### config.mk
export PLATFORM = sky130hd
export DESIGN_NAME = hazard_ctrl
export DESIGN_NICKNAME = d
export VERILOG_FILES = /design/src/rtl/mips_pipe_pkg.sv /design/src/rtl/hazard_perf_cnt.sv /design/src/rtl/hazard_ctrl.sv
export SDC_FILE = /design/constraint.sdc
export NUM_CORES = 1
export LEC_CHECK = 0
export ABC_CLOCK_PERIOD_IN_PS = 1900
export BUFFER_PORTS_ARGS = -buffer_cell sky130_fd_sc_hd__buf_2
export CORE_MARGIN = 5
export CORE_UTILIZATION = 34
export DETAILED_ROUTE_END_ITERATION = 16
export PLACE_DENSITY = 0.78
export SLEW_MARGIN = 5
export SYNTH_ARGS = -nofsm -noshare
export SYNTH_HDL_FRONTEND = slang
export SYNTH_HIERARCHICAL = 1
export SYNTH_SLANG_ARGS = --single-unit
export TNS_END_PERCENT = 30
### constraint.sdc
create_clock -name clk -period 1.9 [get_ports clk]
set_input_delay 0.38 -clock clk [delete_from_list [all_inputs] [get_ports clk]]
set_output_delay 0.38 -clock clk [all_outputs]
set_load 0.005 [all_outputs]
### src/rtl/mips_pipe_pkg.sv
// Shared definitions for the MIPS pipeline control blocks: register-address
// width, the $zero index, counter widths and the hazard FSM state encoding.
package mips_pipe_pkg;

    localparam int unsigned REG_ADDR_W  = 5;
    localparam int unsigned STALL_CNT_W = 2;
    localparam int unsigned PERF_CNT_W  = 32;

    localparam logic [REG_ADDR_W-1:0] ZERO_REG = REG_ADDR_W'(0);

    typedef enum logic [1:0] {
        RUN      = 2'd0,
        STALL    = 2'd1,
        MEM_WAIT = 2'd2
    } hazard_state_e;

endpackage

### src/rtl/hazard_perf_cnt.sv
// Saturating performance counters for the hazard controller: cycles with the
// PC held, and cycles with any IF/ID or ID/EX flush.
module hazard_perf_cnt
    import mips_pipe_pkg::*;
(
    input  logic                  clk,
    input  logic                  reset,
    input  logic                  stall_inc_i,
    input  logic                  flush_inc_i,
    output logic [PERF_CNT_W-1:0] stall_cycles_o,
    output logic [PERF_CNT_W-1:0] flush_events_o
);

    logic [PERF_CNT_W-1:0] stall_q;
    logic [PERF_CNT_W-1:0] flush_q;

    // Count events, sticking at all-ones instead of wrapping.
    always_ff @(posedge clk or posedge reset) begin
        if (reset) begin
            stall_q <= '0;
            flush_q <= '0;
        end else begin
            if (stall_inc_i && (stall_q != '1)) begin
                stall_q <= stall_q + PERF_CNT_W'(1);
            end
            if (flush_inc_i && (flush_q != '1)) begin
                flush_q <= flush_q + PERF_CNT_W'(1);
            end
        end
    end

    assign stall_cycles_o = stall_q;
    assign flush_events_o = flush_q;

endmodule

### src/rtl/hazard_ctrl.sv
// Pipeline hazard/sequencing controller for the five-stage MIPS core.
// Flush/Hold outputs are combinational from inputs and registered state.
// Optional: define HAZARD_PERF_CNT_EN to build the stall/flush counters.
module hazard_ctrl
    import mips_pipe_pkg::*;
#(
    parameter int unsigned JR_LOAD_STALL = 2,
    parameter int unsigned JR_ALU_STALL  = 1
) (
    input  logic                  clk,
    input  logic                  reset,
    input  logic [REG_ADDR_W-1:0] IFID_Rs,
    input  logic [REG_ADDR_W-1:0] IFID_Rt,
    input  logic                  IFID_UsesRt,
    input  logic                  ID_Jump,
    input  logic                  ID_JR,
    input  logic                  IDEX_MemRd,
    input  logic                  IDEX_RegWr,
    input  logic [REG_ADDR_W-1:0] IDEX_WrAddr,
    input  logic                  EX_BranchTaken,
    input  logic                  EXMEM_MemAcc,
    input  logic                  mem_ready,
    output logic                  PC_Hold,
    output logic                  IFID_Hold,
    output logic                  IDEX_Hold,
    output logic                  EXMEM_Hold,
    output logic                  IFID_Flush,
    output logic                  IDEX_Flush,
    output logic                  MEMWB_Flush,
    output logic [PERF_CNT_W-1:0] stall_cycles,
    output logic [PERF_CNT_W-1:0] flush_events
);

    hazard_state_e          state_q, state_d;
    hazard_state_e          ret_q, ret_d;
    logic [STALL_CNT_W-1:0] stall_left_q, stall_left_d;

    logic                   mem_wait_c;
    logic                   in_stall_c;
    logic                   jr_dep_c;
    logic                   load_use_c;
    logic [STALL_CNT_W-1:0] jr_n_c;

    // Hazard conditions; $0 as a destination never creates a dependency.
    assign mem_wait_c = EXMEM_MemAcc & ~mem_ready;
    assign in_stall_c = (state_q == STALL) | ((state_q == MEM_WAIT) & (ret_q == STALL));
    assign jr_dep_c   = ID_JR & IDEX_RegWr & (IDEX_WrAddr != ZERO_REG)
                        & (IDEX_WrAddr == IFID_Rs);
    assign load_use_c = IDEX_MemRd & (IDEX_WrAddr != ZERO_REG)
                        & ((IDEX_WrAddr == IFID_Rs)
                           | (IFID_UsesRt & (IDEX_WrAddr == IFID_Rt)));
    assign jr_n_c     = IDEX_MemRd ? STALL_CNT_W'(JR_LOAD_STALL)
                                   : STALL_CNT_W'(JR_ALU_STALL);

    // State, return state and remaining stall count.
    always_ff @(posedge clk or posedge reset) begin
        if (reset) begin
            state_q      <= RUN;
            ret_q        <= RUN;
            stall_left_q <= '0;
        end else begin
            state_q      <= state_d;
            ret_q        <= ret_d;
            stall_left_q <= stall_left_d;
        end
    end

    // Prioritised hazard resolution: next state and Flush/Hold outputs.
    always_comb begin
        state_d      = state_q;
        ret_d        = ret_q;
        stall_left_d = stall_left_q;
        PC_Hold      = 1'b0;
        IFID_Hold    = 1'b0;
        IDEX_Hold    = 1'b0;
        EXMEM_Hold   = 1'b0;
        IFID_Flush   = 1'b0;
        IDEX_Flush   = 1'b0;
        MEMWB_Flush  = 1'b0;

        if (mem_wait_c) begin
            PC_Hold     = 1'b1;
            IFID_Hold   = 1'b1;
            IDEX_Hold   = 1'b1;
            EXMEM_Hold  = 1'b1;
            MEMWB_Flush = 1'b1;
            state_d     = MEM_WAIT;
            if (state_q != MEM_WAIT) begin
                ret_d = state_q;
            end
        end else if (EX_BranchTaken) begin
            IFID_Flush   = 1'b1;
            IDEX_Flush   = 1'b1;
            stall_left_d = '0;
            state_d      = RUN;
        end else if (in_stall_c) begin
            PC_Hold      = 1'b1;
            IFID_Hold    = 1'b1;
            IDEX_Flush   = 1'b1;
            stall_left_d = stall_left_q - STALL_CNT_W'(1);
            state_d      = (stall_left_q <= STALL_CNT_W'(1)) ? RUN : STALL;
        end else if (jr_dep_c) begin
            PC_Hold    = 1'b1;
            IFID_Hold  = 1'b1;
            IDEX_Flush = 1'b1;
            if (jr_n_c > STALL_CNT_W'(1)) begin
                stall_left_d = jr_n_c - STALL_CNT_W'(1);
                state_d      = STALL;
            end else begin
                state_d = RUN;
            end
        end else if (load_use_c) begin
            PC_Hold    = 1'b1;
            IFID_Hold  = 1'b1;
            IDEX_Flush = 1'b1;
            state_d    = RUN;
        end else if (ID_Jump) begin
            IFID_Flush = 1'b1;
            state_d    = RUN;
        end else begin
            state_d = RUN;
        end

        if (reset) begin
            PC_Hold     = 1'b0;
            IFID_Hold   = 1'b0;
            IDEX_Hold   = 1'b0;
            EXMEM_Hold  = 1'b0;
            IFID_Flush  = 1'b0;
            IDEX_Flush  = 1'b0;
            MEMWB_Flush = 1'b0;
        end
    end

`ifdef HAZARD_PERF_CNT_EN
    // Stall and flush event counters.
    hazard_perf_cnt u_perf_cnt (
        .clk            (clk),
        .reset          (reset),
        .stall_inc_i    (PC_Hold),
        .flush_inc_i    (IFID_Flush | IDEX_Flush),
        .stall_cycles_o (stall_cycles),
        .flush_events_o (flush_events)
    );
`else
    assign stall_cycles = '0;
    assign flush_events = '0;
`endif

endmodule

==> flow_metrics.tcl <==
set metrics [dict create \
    run_status "complete, but fails checks" \
    failed_checks "negative setup slack" \
    final_cell_mix "64 x conb_1, 29 x buf_2, 7 x nand2_1, 7 x buf_4, 6 x dfrtp_1" \
    synth_compound_gate_area_share 0.147 \
    timing.final.crit_share 1.12 \
    synth_warnings 6 \
    worst_setup_slack_after_placement_ns -0.271 \
    crit_fanout 5 \
    drcViolationCount 0 \
    setup_slack_ns -0.224 \
    design.die.area_um2 4290 \
    fillCellCount 321 \
    clk_pin_slew_ns 0.04 \
    tritoncts "yes" \
    via_count 755 \
    synth_seq_cells 6 \
    finalClockSkew_ns 0.00190 \
    relSlewSlack 0.615 \
    grt_use_met2 0.158 \
    setup_viol 4 \
    area_growth_syn_to_layout_pct 6.22 \
    globalRouteMet3Util 0.0291 \
    die_height_um 65.5 \
    syn-mean-instance-area_um2 8.11 \
    drt_first_iter_violations 12 \
    grt_start_max_net_pins 9 \
    maxCapViolCount 0 \
    critical_path_required_ns 1.52 \
    hold_class "in -> async" \
    crit_path_kind "in -> out" \
    synth-seq-area-share 0.144 \
    post_cts_buffers 0 \
    layout-drive-gt1-share 0.303 \
    fin_nets 193 \
    max-clock-path-buffers 2 \
    cell_at_the_root_of_the_clock_tree "clkbuf_4" \
    wl_per_cell_um 10.2 \
    synthXorXnorAreaFrac 0.0837 \
    post-route-min-period_ns 2.12 \
    route.detailed.vias_per_inst 3.81 \
    grt_busiest_layer "met2" \
    coreArea_um2 3000 \
    floorplan.die.width_um 65.5 \
    worst-endpoint-arrival_ns 1.74 \
    multi_input_comb_area_um2 654 \
    final_core_util 0.370 \
    fin_cells 198 \
    grt_setup_unrepaired "yes" \
    cts-htree-levels 1 \
    grt_first_pass_wirelength_mm 2.82 \
    numClockSinks 6 \
    max-vdd-ir-drop_v 0.000155 \
    power_per_cell_area_nw_per_um2 359 \
    worstSkewPairLatency_ns 0.24 \
    synthSimpleGateAreaFrac 0.0945 \
    initial_utilization 0.348 \
    worst_slew_pin_slew_ns 0.572 \
    synth_adder_area_share 0.0120 \
    io-pin-count 96 \
    drtAntennaViolNets 0 \
    synthesis.area_um2 1050 \
    cp-end-kind "output pin" \
    synth_cell_type_count 29 \
    portion_of_netlist_area_occupied_by_mux_cells 0.00957 \
    place.gp.congestion 0.765 \
    globalRouteOverflowTotal 0 \
    io_buffers 31 \
    grt_util_met1 0.0864 \
    cts_hold_buf 0 \
    antenna_found_initial 0 \
    cp-start-kind "input port" \
    post_synth_inst_count 129 \
    number_of_global_route_vias_before_repair 615 \
    global_route.usage.total 0.0859 \
    leakage_uw 0.000641 \
    mostFrequentLayoutCell "conb_1" \
    seq_area_um2 150 \
    detailed_place_hpwl_mm 1.78 \
    totalWireLength_mm 2.03 \
    cts-buffers-inserted 3 \
    antenna-diode-count 0 \
    dr.pass1.iters 4 \
    post-layout-total-power_uw 399 \
    synth_top_family_by_area "buffers and inverters" \
    final-hold-violation-count 0 \
    placed_cells 195 \
    core.rowCount 20 \
    finalMaxSlewViolations 0 \
    fmax_mhz 471 \
]
## cells in the mapped netlist
master | count | area share
inv_1 | 5 | 0.018
o221a_2 | 1 | 0.011
o41ai_2 | 1 | 0.016
ha_1 | 1 | 0.012
nand2_1 | 7 | 0.025
xnor2_1 | 5 | 0.042
o31a_1 | 2 | 0.017
buf_4 | 67 | 0.48
a221o_1 | 1 | 0.0096
nor2_1 | 4 | 0.014
dfrtp_1 | 6 | 0.14
o211ai_2 | 1 | 0.012
or4_4 | 1 | 0.011
o21ai_0 | 4 | 0.019
o41ai_4 | 1 | 0.026
o21ai_2 | 1 | 0.0084
a21boi_1 | 1 | 0.0072
conb_1 | 1 | 0.0036
mux2i_1 | 1 | 0.0096
nand2b_1 | 1 | 0.0060
and3_1 | 1 | 0.0060
buf_1 | 1 | 0.0036
nor4_1 | 2 | 0.012
o31ai_1 | 1 | 0.0072
nor3_1 | 2 | 0.0096
xor2_1 | 5 | 0.042
or4bb_1 | 1 | 0.011
a21oi_1 | 3 | 0.014
clkinv_1 | 1 | 0.0036
## routing by layer
metal / vias to the layer above / part of all wire
met4: 0 / 0
met2: 53 / 0.53
met3: 0 / 0.14
met1: 340 / 0.33
li1: 362 / -
met5: - / 0
## timing repair
| action | CTS | global route |
|---|---|---|
| endpoints found under the setup margin | 4 | 4 |
| pin swaps | 4 | 2 |
| gates resized for setup | 5 | 2 |
## path summary, 6_finish.rpt
path / from / to / slack, ns / cells after the start
min in group clk: EX_BranchTaken / state_q[0] / 0.43 / 2
worst max-delay path: IDEX_WrAddr[3] / IFID_Hold / -0.22 / 6
worst min register to register: stall_left_q[0] / stall_left_q[0] / 0.50 / 1
worst max register to register: state_q[0] / stall_left_q[1] / 0.14 / 5
max in group asynchronous: reset / ret_q[1] / 1.64 / 2
worst min-delay path: reset / stall_left_q[1] / 0.08 / 2
## where the power goes
| part | internal, uW | total [uW] | switching [uW] |
|---|---|---|---|
| registers | 130 | 131 | 1.28 |
| clock network | 71.0 | 110 | 39.3 |
| logic | 64.8 | 157 | 92.2 |
| total | 266 | 399 | 133 |
## area by class of cell
| cell class | instances | area share |
|---|---|---|
| Multi-Input combinational cell | 112 | 0.589 |
| Timing Repair Buffer | 38 | 0.198 |
| Sequential cell | 6 | 0.135 |
| Tap cell | 33 | 0.0372 |
| Clock buffer | 3 | 0.0203 |
| Inverter | 6 | 0.0203 |
## logic make-up (layout without fill, tap and decap cells)
kind of cell / count (synthesis) / after routing
buf+inv: 74 / 47
compound gates: 17 / 17
xor+xnor: 10 / 10
fa+ha+maj: 1 / 1
simple gates: 19 / 19
flops: 6 / 6
other cells: 1 / 64
mux: 1 / 1
## critical path, cell delays in order
cell and delay [ns]:
buf_6 0.09, or4_4 0.55, o211ai_4 0.20, o41ai_4 0.13, o31a_1 0.27, buf_2 0.13
## sequential cells by signal (all words and copies together), names as in the netlist
signal	count
stall_left_q	2
ret_q	2
state_q	2
## metrics by stage
stage / TNS (ns) / instance area, um2 / hold WS, ns
global route: -1.08 / 1110 / 0.0842
CTS: -0.907 / 1090 / 0.0733
floorplan: -0.119 / 1290 / 0.171
detailed placement: -1.08 / 1030 / 0.331
global placement: -0.962 / 1030 / 0.324
finish: -0.829 / 1110 / 0.0758
(Power assumes the default switching activity.)
